--- config.mk ---
export PLATFORM = sky130hd
export DESIGN_NAME = rib_bus_arbiter_flat
export DESIGN_NICKNAME = d
export VERILOG_FILES = /design/src/rtl/rib_bus_arbiter_if.sv /design/src/rtl/rib_bus_arbiter.sv /design/src/flat_wrapper.sv
export SDC_FILE = /design/constraint.sdc
export NUM_CORES = 1
export LEC_CHECK = 0
export CAP_MARGIN = 40
export CORE_AREA = 2 2 157 159
export CTS_CLUSTER_DIAMETER = 50
export CTS_CLUSTER_SIZE = 8
export DETAILED_ROUTE_END_ITERATION = 7
export DIE_AREA = 0 0 159 161
export GPL_ROUTABILITY_DRIVEN = 0
export PLACE_DENSITY = 0.58
export SYNTH_ARGS = -nofsm -noshare
export SYNTH_HDL_FRONTEND = slang
export SYNTH_SLANG_ARGS = --single-unit
export TNS_END_PERCENT = 20
--- constraint.sdc ---
create_clock -name clk -period 4.2 [get_ports clk]
set_input_delay 0.63 -clock clk [delete_from_list [all_inputs] [get_ports clk]]
set_output_delay 0.63 -clock clk [all_outputs]
set_load 0.01 [all_outputs]
--- src/rtl/rib_bus_arbiter_if.sv ---
// Bundle of master-side and interconnect-side signals for the three-master RIB arbiter.
// Debug outputs expose the lock state and the fetch starvation counter.
interface rib_bus_arbiter_if #(
    parameter int ADDR_W = 32,
    parameter int DATA_W = 32
);
    // A master holds req until it sees gnt; a transfer occurs in any cycle with req and gnt both high.
    logic              m0_req_i,   m1_req_i,   m2_req_i;
    logic [ADDR_W-1:0] m0_addr_i,  m1_addr_i,  m2_addr_i;
    logic [DATA_W-1:0] m0_wdata_i, m1_wdata_i, m2_wdata_i;
    logic              m0_we_i,    m1_we_i,    m2_we_i;
    logic              m0_gnt_o,   m1_gnt_o,   m2_gnt_o;
    logic [DATA_W-1:0] m0_rdata_o, m1_rdata_o, m2_rdata_o;
    logic              bus_req_o;
    logic [ADDR_W-1:0] bus_addr_o;
    logic [DATA_W-1:0] bus_wdata_o;
    logic              bus_we_o;
    logic [DATA_W-1:0] bus_rdata_i;
    logic              hold_flag_o;
    logic [1:0]        owner_o;
    logic              dbg_lock_o;
    logic [3:0]        dbg_starve_cnt_o;

    modport slave (
        input  m0_req_i, m1_req_i, m2_req_i,
        input  m0_addr_i, m1_addr_i, m2_addr_i,
        input  m0_wdata_i, m1_wdata_i, m2_wdata_i,
        input  m0_we_i, m1_we_i, m2_we_i,
        output m0_gnt_o, m1_gnt_o, m2_gnt_o,
        output m0_rdata_o, m1_rdata_o, m2_rdata_o,
        output bus_req_o, bus_addr_o, bus_wdata_o, bus_we_o,
        input  bus_rdata_i,
        output hold_flag_o, owner_o, dbg_lock_o, dbg_starve_cnt_o
    );

    modport master (
        output m0_req_i, m1_req_i, m2_req_i,
        output m0_addr_i, m1_addr_i, m2_addr_i,
        output m0_wdata_i, m1_wdata_i, m2_wdata_i,
        output m0_we_i, m1_we_i, m2_we_i,
        input  m0_gnt_o, m1_gnt_o, m2_gnt_o,
        input  m0_rdata_o, m1_rdata_o, m2_rdata_o,
        input  bus_req_o, bus_addr_o, bus_wdata_o, bus_we_o,
        output bus_rdata_i,
        input  hold_flag_o, owner_o, dbg_lock_o, dbg_starve_cnt_o
    );
endinterface

--- src/rtl/rib_bus_arbiter.sv ---
// Three-master RIB arbiter: m2 burst lock, m1 anti-starvation forcing, fixed priority m2 > m0 > m1.
// Grants are combinational; lock, starvation counter and owner register update on the clock edge.
module rib_bus_arbiter #(
    parameter int ADDR_W       = 32,
    parameter int DATA_W       = 32,
    parameter int STARVE_LIMIT = 8
) (
    input  logic               clk,
    input  logic               rst,
    rib_bus_arbiter_if.slave   bus
);
    localparam logic [3:0] LIMIT = 4'(STARVE_LIMIT);

    typedef enum logic {ST_OPEN, ST_LOCKED} lock_state_t;

    lock_state_t       r_state, w_state_nxt;
    logic [3:0]        r_starve_cnt, w_starve_nxt;
    logic [1:0]        r_owner, w_owner_nxt;
    logic [2:0]        w_gnt;
    logic              w_force_m1;
    logic [ADDR_W-1:0] w_addr;
    logic [DATA_W-1:0] w_wdata;
    logic              w_we;

    assign w_force_m1 = (r_starve_cnt == LIMIT) && bus.m1_req_i;

    // Lock beats forced fetch, which beats plain priority.
    always_comb begin
        w_gnt = 3'b000;
        if (rst)                                          w_gnt = 3'b000;
        else if ((r_state == ST_LOCKED) && bus.m2_req_i)  w_gnt = 3'b100;
        else if (w_force_m1)                              w_gnt = 3'b010;
        else if (bus.m2_req_i)                            w_gnt = 3'b100;
        else if (bus.m0_req_i)                            w_gnt = 3'b001;
        else if (bus.m1_req_i)                            w_gnt = 3'b010;
    end

    always_comb begin
        w_state_nxt  = r_state;
        w_starve_nxt = 4'd0;
        w_owner_nxt  = 2'd3;
        if (w_gnt[2])
            w_state_nxt = ST_LOCKED;
        else if (!bus.m2_req_i)
            w_state_nxt = ST_OPEN;
        if (bus.m1_req_i && !w_gnt[1])
            w_starve_nxt = (r_starve_cnt >= LIMIT) ? LIMIT : r_starve_cnt + 4'd1;
        if (w_gnt[0])      w_owner_nxt = 2'd0;
        else if (w_gnt[1]) w_owner_nxt = 2'd1;
        else if (w_gnt[2]) w_owner_nxt = 2'd2;
    end

    always_ff @(posedge clk) begin
        if (rst) begin
            r_state      <= ST_OPEN;
            r_starve_cnt <= 4'd0;
            r_owner      <= 2'd3;
        end else begin
            r_state      <= w_state_nxt;
            r_starve_cnt <= w_starve_nxt;
            r_owner      <= w_owner_nxt;
        end
    end

    always_comb begin
        w_addr  = '0;
        w_wdata = '0;
        w_we    = 1'b0;
        if (w_gnt[0]) begin
            w_addr = bus.m0_addr_i; w_wdata = bus.m0_wdata_i; w_we = bus.m0_we_i;
        end else if (w_gnt[1]) begin
            w_addr = bus.m1_addr_i; w_wdata = bus.m1_wdata_i; w_we = bus.m1_we_i;
        end else if (w_gnt[2]) begin
            w_addr = bus.m2_addr_i; w_wdata = bus.m2_wdata_i; w_we = bus.m2_we_i;
        end
    end

    assign bus.m0_gnt_o    = w_gnt[0];
    assign bus.m1_gnt_o    = w_gnt[1];
    assign bus.m2_gnt_o    = w_gnt[2];
    assign bus.bus_req_o   = |w_gnt;
    assign bus.bus_addr_o  = w_addr;
    assign bus.bus_wdata_o = w_wdata;
    assign bus.bus_we_o    = w_we;
    assign bus.m0_rdata_o  = w_gnt[0] ? bus.bus_rdata_i : '0;
    assign bus.m1_rdata_o  = w_gnt[1] ? bus.bus_rdata_i : '0;
    assign bus.m2_rdata_o  = w_gnt[2] ? bus.bus_rdata_i : '0;
    // Fetch and PC freeze while fetch is waiting or the debug loader owns the bus.
    assign bus.hold_flag_o = !rst && ((bus.m1_req_i && !w_gnt[1]) || w_gnt[2]);
    assign bus.owner_o          = r_owner;
    assign bus.dbg_lock_o       = (r_state == ST_LOCKED);
    assign bus.dbg_starve_cnt_o = r_starve_cnt;
endmodule

--- src/flat_wrapper.sv ---
// flat-port wrapper written by rule: the top's interface ports become plain ports
module rib_bus_arbiter_flat 
#(
    parameter int ADDR_W       = 32,
    parameter int DATA_W       = 32,
    parameter int STARVE_LIMIT = 8
)
  (clk, rst, bus_m0_req_i, bus_m1_req_i, bus_m2_req_i, bus_m0_addr_i, bus_m1_addr_i, bus_m2_addr_i, bus_m0_wdata_i, bus_m1_wdata_i, bus_m2_wdata_i, bus_m0_we_i, bus_m1_we_i, bus_m2_we_i, bus_m0_gnt_o, bus_m1_gnt_o, bus_m2_gnt_o, bus_m0_rdata_o, bus_m1_rdata_o, bus_m2_rdata_o, bus_bus_req_o, bus_bus_addr_o, bus_bus_wdata_o, bus_bus_we_o, bus_bus_rdata_i, bus_hold_flag_o, bus_owner_o, bus_dbg_lock_o, bus_dbg_starve_cnt_o);
  rib_bus_arbiter_if #(.ADDR_W(ADDR_W), .DATA_W(DATA_W)) bus_i ();
  input  logic clk;
  input  logic rst;
  input wire logic [$bits(bus_i.m0_req_i)-1:0] bus_m0_req_i;
  input wire logic [$bits(bus_i.m1_req_i)-1:0] bus_m1_req_i;
  input wire logic [$bits(bus_i.m2_req_i)-1:0] bus_m2_req_i;
  input wire logic [$bits(bus_i.m0_addr_i)-1:0] bus_m0_addr_i;
  input wire logic [$bits(bus_i.m1_addr_i)-1:0] bus_m1_addr_i;
  input wire logic [$bits(bus_i.m2_addr_i)-1:0] bus_m2_addr_i;
  input wire logic [$bits(bus_i.m0_wdata_i)-1:0] bus_m0_wdata_i;
  input wire logic [$bits(bus_i.m1_wdata_i)-1:0] bus_m1_wdata_i;
  input wire logic [$bits(bus_i.m2_wdata_i)-1:0] bus_m2_wdata_i;
  input wire logic [$bits(bus_i.m0_we_i)-1:0] bus_m0_we_i;
  input wire logic [$bits(bus_i.m1_we_i)-1:0] bus_m1_we_i;
  input wire logic [$bits(bus_i.m2_we_i)-1:0] bus_m2_we_i;
  output wire logic [$bits(bus_i.m0_gnt_o)-1:0] bus_m0_gnt_o;
  output wire logic [$bits(bus_i.m1_gnt_o)-1:0] bus_m1_gnt_o;
  output wire logic [$bits(bus_i.m2_gnt_o)-1:0] bus_m2_gnt_o;
  output wire logic [$bits(bus_i.m0_rdata_o)-1:0] bus_m0_rdata_o;
  output wire logic [$bits(bus_i.m1_rdata_o)-1:0] bus_m1_rdata_o;
  output wire logic [$bits(bus_i.m2_rdata_o)-1:0] bus_m2_rdata_o;
  output wire logic [$bits(bus_i.bus_req_o)-1:0] bus_bus_req_o;
  output wire logic [$bits(bus_i.bus_addr_o)-1:0] bus_bus_addr_o;
  output wire logic [$bits(bus_i.bus_wdata_o)-1:0] bus_bus_wdata_o;
  output wire logic [$bits(bus_i.bus_we_o)-1:0] bus_bus_we_o;
  input wire logic [$bits(bus_i.bus_rdata_i)-1:0] bus_bus_rdata_i;
  output wire logic [$bits(bus_i.hold_flag_o)-1:0] bus_hold_flag_o;
  output wire logic [$bits(bus_i.owner_o)-1:0] bus_owner_o;
  output wire logic [$bits(bus_i.dbg_lock_o)-1:0] bus_dbg_lock_o;
  output wire logic [$bits(bus_i.dbg_starve_cnt_o)-1:0] bus_dbg_starve_cnt_o;
  assign bus_i.m0_req_i = bus_m0_req_i;
  assign bus_i.m1_req_i = bus_m1_req_i;
  assign bus_i.m2_req_i = bus_m2_req_i;
  assign bus_i.m0_addr_i = bus_m0_addr_i;
  assign bus_i.m1_addr_i = bus_m1_addr_i;
  assign bus_i.m2_addr_i = bus_m2_addr_i;
  assign bus_i.m0_wdata_i = bus_m0_wdata_i;
  assign bus_i.m1_wdata_i = bus_m1_wdata_i;
  assign bus_i.m2_wdata_i = bus_m2_wdata_i;
  assign bus_i.m0_we_i = bus_m0_we_i;
  assign bus_i.m1_we_i = bus_m1_we_i;
  assign bus_i.m2_we_i = bus_m2_we_i;
  assign bus_m0_gnt_o = bus_i.m0_gnt_o;
  assign bus_m1_gnt_o = bus_i.m1_gnt_o;
  assign bus_m2_gnt_o = bus_i.m2_gnt_o;
  assign bus_m0_rdata_o = bus_i.m0_rdata_o;
  assign bus_m1_rdata_o = bus_i.m1_rdata_o;
  assign bus_m2_rdata_o = bus_i.m2_rdata_o;
  assign bus_bus_req_o = bus_i.bus_req_o;
  assign bus_bus_addr_o = bus_i.bus_addr_o;
  assign bus_bus_wdata_o = bus_i.bus_wdata_o;
  assign bus_bus_we_o = bus_i.bus_we_o;
  assign bus_i.bus_rdata_i = bus_bus_rdata_i;
  assign bus_hold_flag_o = bus_i.hold_flag_o;
  assign bus_owner_o = bus_i.owner_o;
  assign bus_dbg_lock_o = bus_i.dbg_lock_o;
  assign bus_dbg_starve_cnt_o = bus_i.dbg_starve_cnt_o;
  rib_bus_arbiter #(.ADDR_W(ADDR_W), .DATA_W(DATA_W), .STARVE_LIMIT(STARVE_LIMIT)) u_core (.clk(clk), .rst(rst), .bus(bus_i));
endmodule
# After elaboration in Yosys (flattened, before gate mapping)
# Cells that the tools add are included.
[totals] ff_bits=7 out_inout_bits=173 input_bits=232
[classes] bitwise=1 add_sub_neg=1 eq_ne=2 n_mux=24 reduce_logical=10 order_cmp=1
[ops] op="$mux W32" count=9
[ops] op="$mux W3" count=5
[ops] op="$mux W1" count=6
[ops] op="$mux W2" count=3
[ops] op="$reduce_or A3 Y1" count=2
[ops] op="$add A4 B1 Y4 const B" count=1
[ops] op="$eq A4 B4 Y1 const B" count=1
[ops] op="$ge A4 B4 Y1 const B" count=1
[ops] op="$logic_and A1 B1 Y1" count=4
[ops] op="$mux W4" count=1
[ops] op="$logic_not A1 Y1" count=2
[ops] op="$ne A2 B1 Y1 const B" count=1
[ops] op="$reduce_or A2 Y1" count=1
[ops] op="$logic_or A1 B1 Y1" count=1
[ops] op="$not A1 Y1" count=1

# Depth between registers and ports, before layout
# Gate-level depths: netlist (run 1).
[depth] word_depth=10 depth_mapped=8

# Least setup slack after synthesis (run 1)
# Ideal clock, no wire load.
[synth_path] path_type="reg-to-output" from="register u_core.r_starve_cnt[0] (netlist: u_core.bus.dbg_starve_cnt_o[0])" to="output bus_bus_addr_o[0]" stages_incl_launch_ff=7 arrival_time_ps=2024 path_slack_ps=1546 path_cell_list="dfxtp_1 > inv_1 > ha_1 > and3b_4 > a2111oi_4 > buf_6 > a221o_1"
[synth_between] elab_chain_cells=8
[synth_rtl] element="start: declaration" line_no="rib_bus_arbiter.sv:17" rtl="logic [3:0] r_starve_cnt, w_starve_nxt;"
[synth_rtl] element="start signal: assignment" line_no="rib_bus_arbiter.sv:60" rtl="r_starve_cnt <= w_starve_nxt;"
[synth_rtl] element="$eq A4 B4 Y1 (*)" line_no="rib_bus_arbiter.sv:25" rtl="assign w_force_m1 = (r_starve_cnt == LIMIT) && bus.m1_req_i;"
[synth_rtl] element="$logic_and A1 B1 Y1 (*)" line_no="rib_bus_arbiter.sv:25"
[synth_rtl] element="$mux W3 (*)" line_no="rib_bus_arbiter.sv:32" rtl="else if (w_force_m1) w_gnt = 3'b010;"
[synth_rtl] element="$mux W3 (*)" line_no="rib_bus_arbiter.sv:31" rtl="else if ((r_state == ST_LOCKED) && bus.m2_req_i) w_gnt = 3'b100;"
[synth_rtl] element="$mux W3 (*)" line_no="rib_bus_arbiter.sv:30" rtl="if (rst) w_gnt = 3'b000;"
[synth_rtl] element="$mux W32" line_no="rib_bus_arbiter.sv:73" rtl="end else if (w_gnt[2]) begin"
[synth_rtl] element="$mux W32" line_no="rib_bus_arbiter.sv:71" rtl="end else if (w_gnt[1]) begin"
[synth_rtl] element="$mux W32 (*)" line_no="rib_bus_arbiter.sv:69" rtl="if (w_gnt[0]) begin"
[synth_rtl] element="end: declaration" line_no="flat_wrapper.sv:31" rtl="output wire logic [$bits(bus_i.bus_addr_o)-1:0] bus_bus_addr_o;"
# Every way passes the cells marked *; elsewhere a longest branch is shown, timed or not.

# Worst setup path in the final report (run 1)
[layout_path] from="input bus_m0_req_i" to="output bus_bus_addr_o[17]"
[layout_between] elab_chain_cells=7
[layout_rtl] element="start: declaration" line_no="flat_wrapper.sv:12" rtl="input wire logic [$bits(bus_i.m0_req_i)-1:0] bus_m0_req_i;"
[layout_rtl] element="$mux W3 (*)" line_no="rib_bus_arbiter.sv:34" rtl="else if (bus.m0_req_i) w_gnt = 3'b001;"
[layout_rtl] element="$mux W3 (*)" line_no="rib_bus_arbiter.sv:33" rtl="else if (bus.m2_req_i) w_gnt = 3'b100;"
[layout_rtl] element="$mux W3 (*)" line_no="rib_bus_arbiter.sv:32"
[layout_rtl] element="$mux W3 (*)" line_no="rib_bus_arbiter.sv:31"
[layout_rtl] element="$mux W3 (*)" line_no="rib_bus_arbiter.sv:30"
[layout_rtl] element="$mux W32" line_no="rib_bus_arbiter.sv:71"
[layout_rtl] element="$mux W32 (*)" line_no="rib_bus_arbiter.sv:69"
# Marks and branches as above.

==> qor.csv, run 1 <==
metric,value,unit
RSZ-0062 raised after global routing,false,
"Cell Chain, Critical Path",clkdlybuf4s50_1 -> inv_1 -> o21ai_0 -> nor2_4 -> buf_12 -> a221o_1 -> clkdlybuf4s50_1,
register clock-pin slew on the reported worst setup and hold paths,0.03,ns
Crit Path Max Fanout,41,
WL per Instance,17.9,um
chip height,161,um
setup ws final,0.421,ns
post-synth top area share,0.206,
Ports,405,
Max-Cap Viols,0,
Residual DRC,0,
most area-consuming cells after synthesis,"a221o_1 (21%), o211ai_1 (15%), nand2b_1 (13%)",
Die Span X,159,um
Total Nets Final,1060,
P_int,0.599,mW
"Slew Viols, Final",0,
Gate power share,0.730,
"Distinct cells, synth",23,
Hold Crit Class,reg2reg,
die area,0.0256,mm2
Pwr per Cell Area,114,mW/mm2
main combinational cell family by area after synthesis,compound AO/OA/AOI/OAI gates,
CTS sink count,7,
number of synthesized register bits,7,
first-pass GRT wire length,31.2,mm
WP data arrival,3.15,ns
"Req. time, crit path",3.57,ns
Root Driver,clkbuf_16,
minimum clock period,3.78,ns
Cells after Synth,463,
Post CTS Setup Buffer Count,0,
most frequent cells in the layout,"clkdlybuf4s50_1 (403), and2_1 (66), o21ai_0 (66), nand2b_1 (66)",
Total GRT Usage,0.151,
clock latency on the worst-skew pair,0.23,ns
Post-Synth Adder-Cell Area,0.00794,
GRT overflow,0,
DR iter-0 viols,343,
"worst slack, placed",0.412,ns
"Buf+Inv Stages, Crit Path",4,
Rows,57,
Peak supply drop,0.112,mV
maximum root-to-sink buffer count,2,
switching share of power,0.309,
# setup viols final,0,
"most common cell after layout, fill and taps aside",clkdlybuf4s50_1,
"Core Util, Final",0.317,
Synth Area in Compound Gates,0.484,
Crit Path Category,in2out,
hpwl dp,15.9,mm
Vias/cell,4.50,
largest net degree at the start of global routing,71,
max_slew headroom,0.523,
initial antenna violation count,2,
Post-Route WL,20.6,mm
mux cell area share after synthesis,0,
sequential-to-total area share from yosys stat,0.0444,
Layout fillers,2589,
Num CTS Buffers,3,
leakage power,2.71,nW
Hold Buf Count CTS,0,
CTS tree,yes,
vias in the first global route,5400,
port buffer count,404,
Least-Margin Pin Slew,0.709,ns
DRT Pass-1 Iters,4,
cts repair resizes,0,
Vias,5179,
Pwr Total,0.867,mW
share of post-route cells with drive strength above 1,0.0352,
Final Hold Viols,0,
Seq pwr share,0.082,
Clock Skew,0.00189,ns
period utilization,0.900,
Clk pwr share,0.187,
syn nets,697,
Fmax,0.265,GHz
yosys warns,0,
CP peak stage delay,0.60,ns
H-tree levels,1,
Psw,0.268,mW
Mean Syn Cell Area,6.81,um2
synthesized area,0.00315,mm2
Initial Util,0.132,
"CP delay by family, top",buffers and inverters,
leading area contributor after synthesis,a221o_1,
Setup crit start kind,input port,
slowest cell on the critical path,o21ai_0,
most frequent CP cell,clkdlybuf4s50_1,
core area,0.0240,mm2
setup_tns,0,ns
Post-Synth Simple-Gate Area,0.356,
XOR/XNOR Fraction of Synth Area,0.00278,
endpoint class of the critical path,output port,
P&R area growth vs syn,141,%
post-route ant nets,0,
outcome,completed,
## metrics by stage
stage	hold WS, ns	cells	area (um2)
finish	0.494	1150	7600
floorplan	0.480	463	3150
global route	0.529	1149	7600
CTS	0.502	1149	7600
detailed placement	0.493	1145	7520
global placement	0.477	1145	7520
## final timing paths
| path | end | from | cells past startpoint | slack, ns |
|---|---|---|---|---|
| worst max-delay path | bus_bus_addr_o[17] | bus_m0_req_i | 7 | 0.42 |
| worst max register to register | u_core.bus.owner_o[1] | u_core.bus.dbg_starve_cnt_o[0] | 6 | 2.18 |
| worst min-delay path | u_core.bus.dbg_starve_cnt_o[0] | u_core.bus.dbg_starve_cnt_o[0] | 1 | 0.49 |
| worst min register to register | u_core.bus.dbg_starve_cnt_o[0] | u_core.bus.dbg_starve_cnt_o[0] | 1 | 0.49 |
## synth_stat cells
cell,number
nor2b_1,2
nor3_1,2
o21ai_0,66
nand3b_1,1
nor2_1,9
and2_1,66
inv_1,4
a21oi_1,3
o21bai_1,1
a221o_1,65
and3_1,32
a31oi_1,1
nand2b_1,68
o211ai_1,65
dfxtp_1,7
a2111oi_4,1
and3b_4,1
clkbuf_1,53
nand2_1,2
buf_6,10
xnor2_1,1
ha_1,2
buf_2,1
## routing by layer
metal	up-vias	global-route usage	share of wire
li1	2504	-	-
met5	-	0	0.00092
met4	4	0.0215	0.012
met3	17	0.0388	0.082
met1	2371	0.186	0.42
met2	283	0.270	0.49
## state kept, by name, indices dropped and copies added (netlist names)
signal	flops
u_core.bus.dbg_lock_o	1
u_core.bus.dbg_starve_cnt_o	4
u_core.bus.owner_o	2
## kinds of logic (layout without fill, tap and decap cells)
logic type | Yosys count | count (layout)
other cells | 0 | 1
xor+xnor | 1 | 1
flops | 7 | 7
buf+inv | 68 | 430
compound gates | 202 | 202
fa+ha+maj | 2 | 2
simple gates | 183 | 183
## power by group through the flow
stage / Combinational [mW] / Clock [mW] / Sequential [mW]
finish: 0.634 / 0.162 / 0.0714
CTS: 0.641 / 0.165 / 0.0714
global route: 0.679 / 0.172 / 0.0716
floorplan: 0.204 / 0 / 0.0733
global placement: 0.639 / 0 / 0.0723
detailed placement: 0.637 / 0 / 0.0724
## layout make-up
class,instances,area [um2],share of cell area
diodes,1,2.50,0.000329
multi-input cells,388,2710,0.357
well taps,324,405,0.0533
flip-flops and latches,7,140,0.0184
clock buffers,4,78.8,0.0104
inverters,4,15.0,0.00198
repair buffers,422,4250,0.559
(Power assumes the default switching activity.)
==> run 2: changes to the inputs <==
- GPL_ROUTABILITY_DRIVEN: 0 -> unset
==> results of run 2 <==
No change in the layout: final DEF, timing and power equal those of run 1.
==> run 3: changes to the inputs <==
- ABC_AREA: unset -> 1
- CAP_MARGIN: 40 -> 10
- CORE_AREA: 2 2 157 159 -> 2 2 159 161
- DIE_AREA: 0 0 159 161 -> 0 0 161 163
- PLACE_DENSITY: 0.58 -> 0.54
- TNS_END_PERCENT: 20 -> unset
==> qor.csv, run 3 <==
metric,value,unit,change
clock latency on the worst-skew pair,0.23,ns,about the same
Clk pwr share,0.203,,+0.016
# setup viols final,0,,unchanged
Critical R2R Launch,u_core.bus.dbg_starve_cnt_o[0],,
first-pass GRT wire length,26.7,mm,-14%
core area,0.0247,mm2,+3.0%
switching share of power,0.324,,+0.0150
Clock Skew,0.00154,ns,-0.000350 ns
most frequent cells in the layout,"clkdlybuf4s50_1 (404), nand3_1 (198), nor2_1 (103), nand2_1 (72), inv_1 (43)",,
Setup crit start kind,input port,,
Post-Route WL,18.3,mm,-11%
Initial Util,0.0934,,-0.0382
WP data arrival,2.84,ns,-0.31 ns
number of flip-flops in the largest register,4,,unchanged
Root Driver,clkbuf_16,,
Final Hold Viols,0,,unchanged
CTS sink count,7,,unchanged
yosys warns,0,,unchanged
Layout fillers,2745,,+6.0%
maximum root-to-sink buffer count,2,,unchanged
setup_tns,0,ns,unchanged
initial antenna violation count,0,,-2
GRT overflow,0,,unchanged
Max-Cap Viols,0,,unchanged
max_slew headroom,0.669,,+0.147
post-route ant nets,0,,unchanged
n_diodes,0,,-1
Num CTS Buffers,3,,unchanged
syn nets,714,,+2.4%
most common cell in the synthesized netlist,nand3_1,,
slowest cell on the critical path,clkdlybuf4s50_1,,
Seq pwr share,0.088,,+0.006
outcome,completed,,
worst reg2reg path depth,10,,+4
vias in the first global route,4700,,-13%
Fmax,0.288,GHz,+8.9%
CP peak stage delay,0.60,ns,about the same
DR iter-0 viols,234,,-32%
CP Depth,8,,+1
Gate power share,0.709,,-0.021
"CP delay by family, top",buffers and inverters,,
"most common cell after layout, fill and taps aside",clkdlybuf4s50_1,,
DRT Pass-1 Iters,4,,unchanged
Total Nets Final,1089,,+2.7%
"Buf+Inv Stages, Crit Path",5,,+1
P&R area growth vs syn,192,%,
most frequent CP cell,clkdlybuf4s50_1,,
most area-consuming cells after synthesis,"nand3_1 (43%), nor2_1 (17%), nand2_1 (12%)",,
Hold Crit Class,reg2reg,,
Total GRT Usage,0.128,,-0.0228
worst flop-to-flop path endpoint,u_core.bus.owner_o[0],,
number of synthesized register bits,7,,unchanged
leading area contributor after synthesis,nand3_1,,
die area,0.0262,mm2,+2.5%
r2r setup slk,2.42,ns,+0.24 ns
chip height,163,um,+1.2%
cts repair resizes,0,,unchanged
sequential-to-total area share from yosys stat,0.0608,,+0.0164
"Slew Viols, Final",0,,unchanged
Mean Syn Cell Area,4.80,um2,-29%
Peak supply drop,0.0833,mV,-26%
share of post-route cells with drive strength above 1,0.0269,,-0.00822
startpoint of the worst hold path,u_core.bus.dbg_starve_cnt_o[0],,
Post-synth ARST share,0,,unchanged
worst setup path end,bus_m2_rdata_o[2],,
Post-synth EDFFs,0,,unchanged
Pwr Total,0.815,mW,-6.0%
minimum clock period,3.47,ns,-0.310 ns
Crit Path Max Fanout,66,,+61%
"Distinct cells, synth",17,,-26%
"Req. time, crit path",3.57,ns,about the same
Residual DRC,0,,unchanged
largest net degree at the start of global routing,67,,-5.6%
post-synth top area share,0.430,,+0.224
Cells after Synth,480,,+3.7%
Most used DFF post-synth,dfxtp_1,,
port buffer count,404,,unchanged
Ports,405,,unchanged
Synth top cells by count,"nand3_1 (198), nor2_1 (104), nand2_1 (72), inv_1 (43), buf_2 (30)",,
Crit Path Category,in2out,,
Least-Margin Pin Slew,0.496,ns,-0.212 ns
fin area,0.00672,mm2,-12%
Pwr per Cell Area,121,mW/mm2,+6.2%
RSZ-0062 raised after global routing,false,,
Vias,4692,,-9.4%
WL per Instance,15.4,um,-14%
H-tree levels,1,,unchanged
register clock-pin slew on the reported worst setup and hold paths,0.04,ns,about the same
final estimated routing congestion in global placement,0.741,,
Post CTS Setup Buffer Count,0,,unchanged
Vias/cell,3.96,,-12%
period utilization,0.826,,-0.0738
Setup crit start,bus_m2_req_i,,
hpwl dp,14.3,mm,-10%
P_int,0.551,mW,-8.1%
leakage power,2.70,nW,about the same
Die Span X,161,um,+1.3%
Rows,58,,+1.8%
"Cell Chain, Critical Path",clkdlybuf4s50_1 -> inv_2 -> nor2_4 -> buf_12 -> nand2_1 -> buf_4 -> nor2_1 -> clkdlybuf4s50_1,,
Hold Buf Count CTS,0,,unchanged
CTS tree,yes,,
synthesized area,0.00230,mm2,-27%
Psw,0.264,mW,-1.5%
endpoint class of the critical path,output port,,
Post-DP Area,0.00664,mm2,-12%
-- run 3: routing by layer --
metal	track usage	wire, um	vias to the layer above
li1	-	-	2304
met1	0.147	7330	2126
met2	0.244	9060	256
met3	0.0311	1730	6
met4	0.0170	167	0
met5	0	0	-
-- run 3: how the worst min path moves through the flow --
stage	to	slack, ns	cells after the start
finish	u_core.bus.dbg_starve_cnt_o[0]	0.48	1
detailed placement	u_core.bus.dbg_starve_cnt_o[0]	0.48	1
CTS	u_core.bus.dbg_starve_cnt_o[0]	0.49	1
global route	u_core.bus.dbg_starve_cnt_o[0]	0.52	1
global placement	u_core.bus.dbg_starve_cnt_o[0]	0.47	1
floorplan	u_core.bus.dbg_starve_cnt_o[0]	0.48	1
-- run 3: power groups by stage --
stage	logic [mW]	registers, mW	clock network [mW]
floorplan	0.167	0.0738	0
global placement	0.582	0.0732	0
detailed placement	0.582	0.0730	0
CTS	0.585	0.0718	0.170
global route	0.618	0.0720	0.174
finish	0.578	0.0718	0.165
-- run 3: final cells by class --
type / instances / area (um2) / share of cell area
well taps: 330 / 413 / 0.0614
inverters: 45 / 169 / 0.0251
clock buffers: 3 / 75.1 / 0.0112
repair buffers: 414 / 4170 / 0.620
clock inverters: 1 / 5.00 / 0.000744
flip-flops and latches: 7 / 140 / 0.0208
multi-input cells: 384 / 1750 / 0.261
-- run 3: worst reg2reg max path: stages (launching register included) --
cell	delay (ns)
dfxtp_1	0.38
inv_1	0.06
ha_1	0.20
nand2_1	0.06
inv_1	0.04
nand3b_1	0.13
buf_12	0.27
nand2_1	0.08
buf_4	0.27
inv_1	0.12
nor2_1	0.04
-- run 3: metrics by stage --
| step | setup WS [ns] | std cells | hold WS [ns] | util |
|---|---|---|---|---|
| 3_3_place_gp | 0.728 | 1180 | 0.474 | 0.269 |
| 6_report | 0.731 | 1184 | 0.479 | 0.272 |
| 5_1_grt | 0.620 | 1184 | 0.519 | 0.272 |
| 2_1_floorplan | 2.17 | 480 | 0.480 | - |
| 4_1_cts | 0.698 | 1184 | 0.486 | 0.272 |
| 3_5_place_dp | 0.708 | 1180 | 0.476 | 0.269 |
-- run 3: kinds of logic after synthesis --
| group | count (synthesis) | share of synthesized area |
|---|---|---|
| compound gates | 1 | 0.00380 |
| xor+xnor | 1 | 0.00380 |
| fa+ha+maj | 2 | 0.0109 |
| buf+inv | 89 | 0.186 |
| flops | 7 | 0.0608 |
| simple gates | 380 | 0.735 |
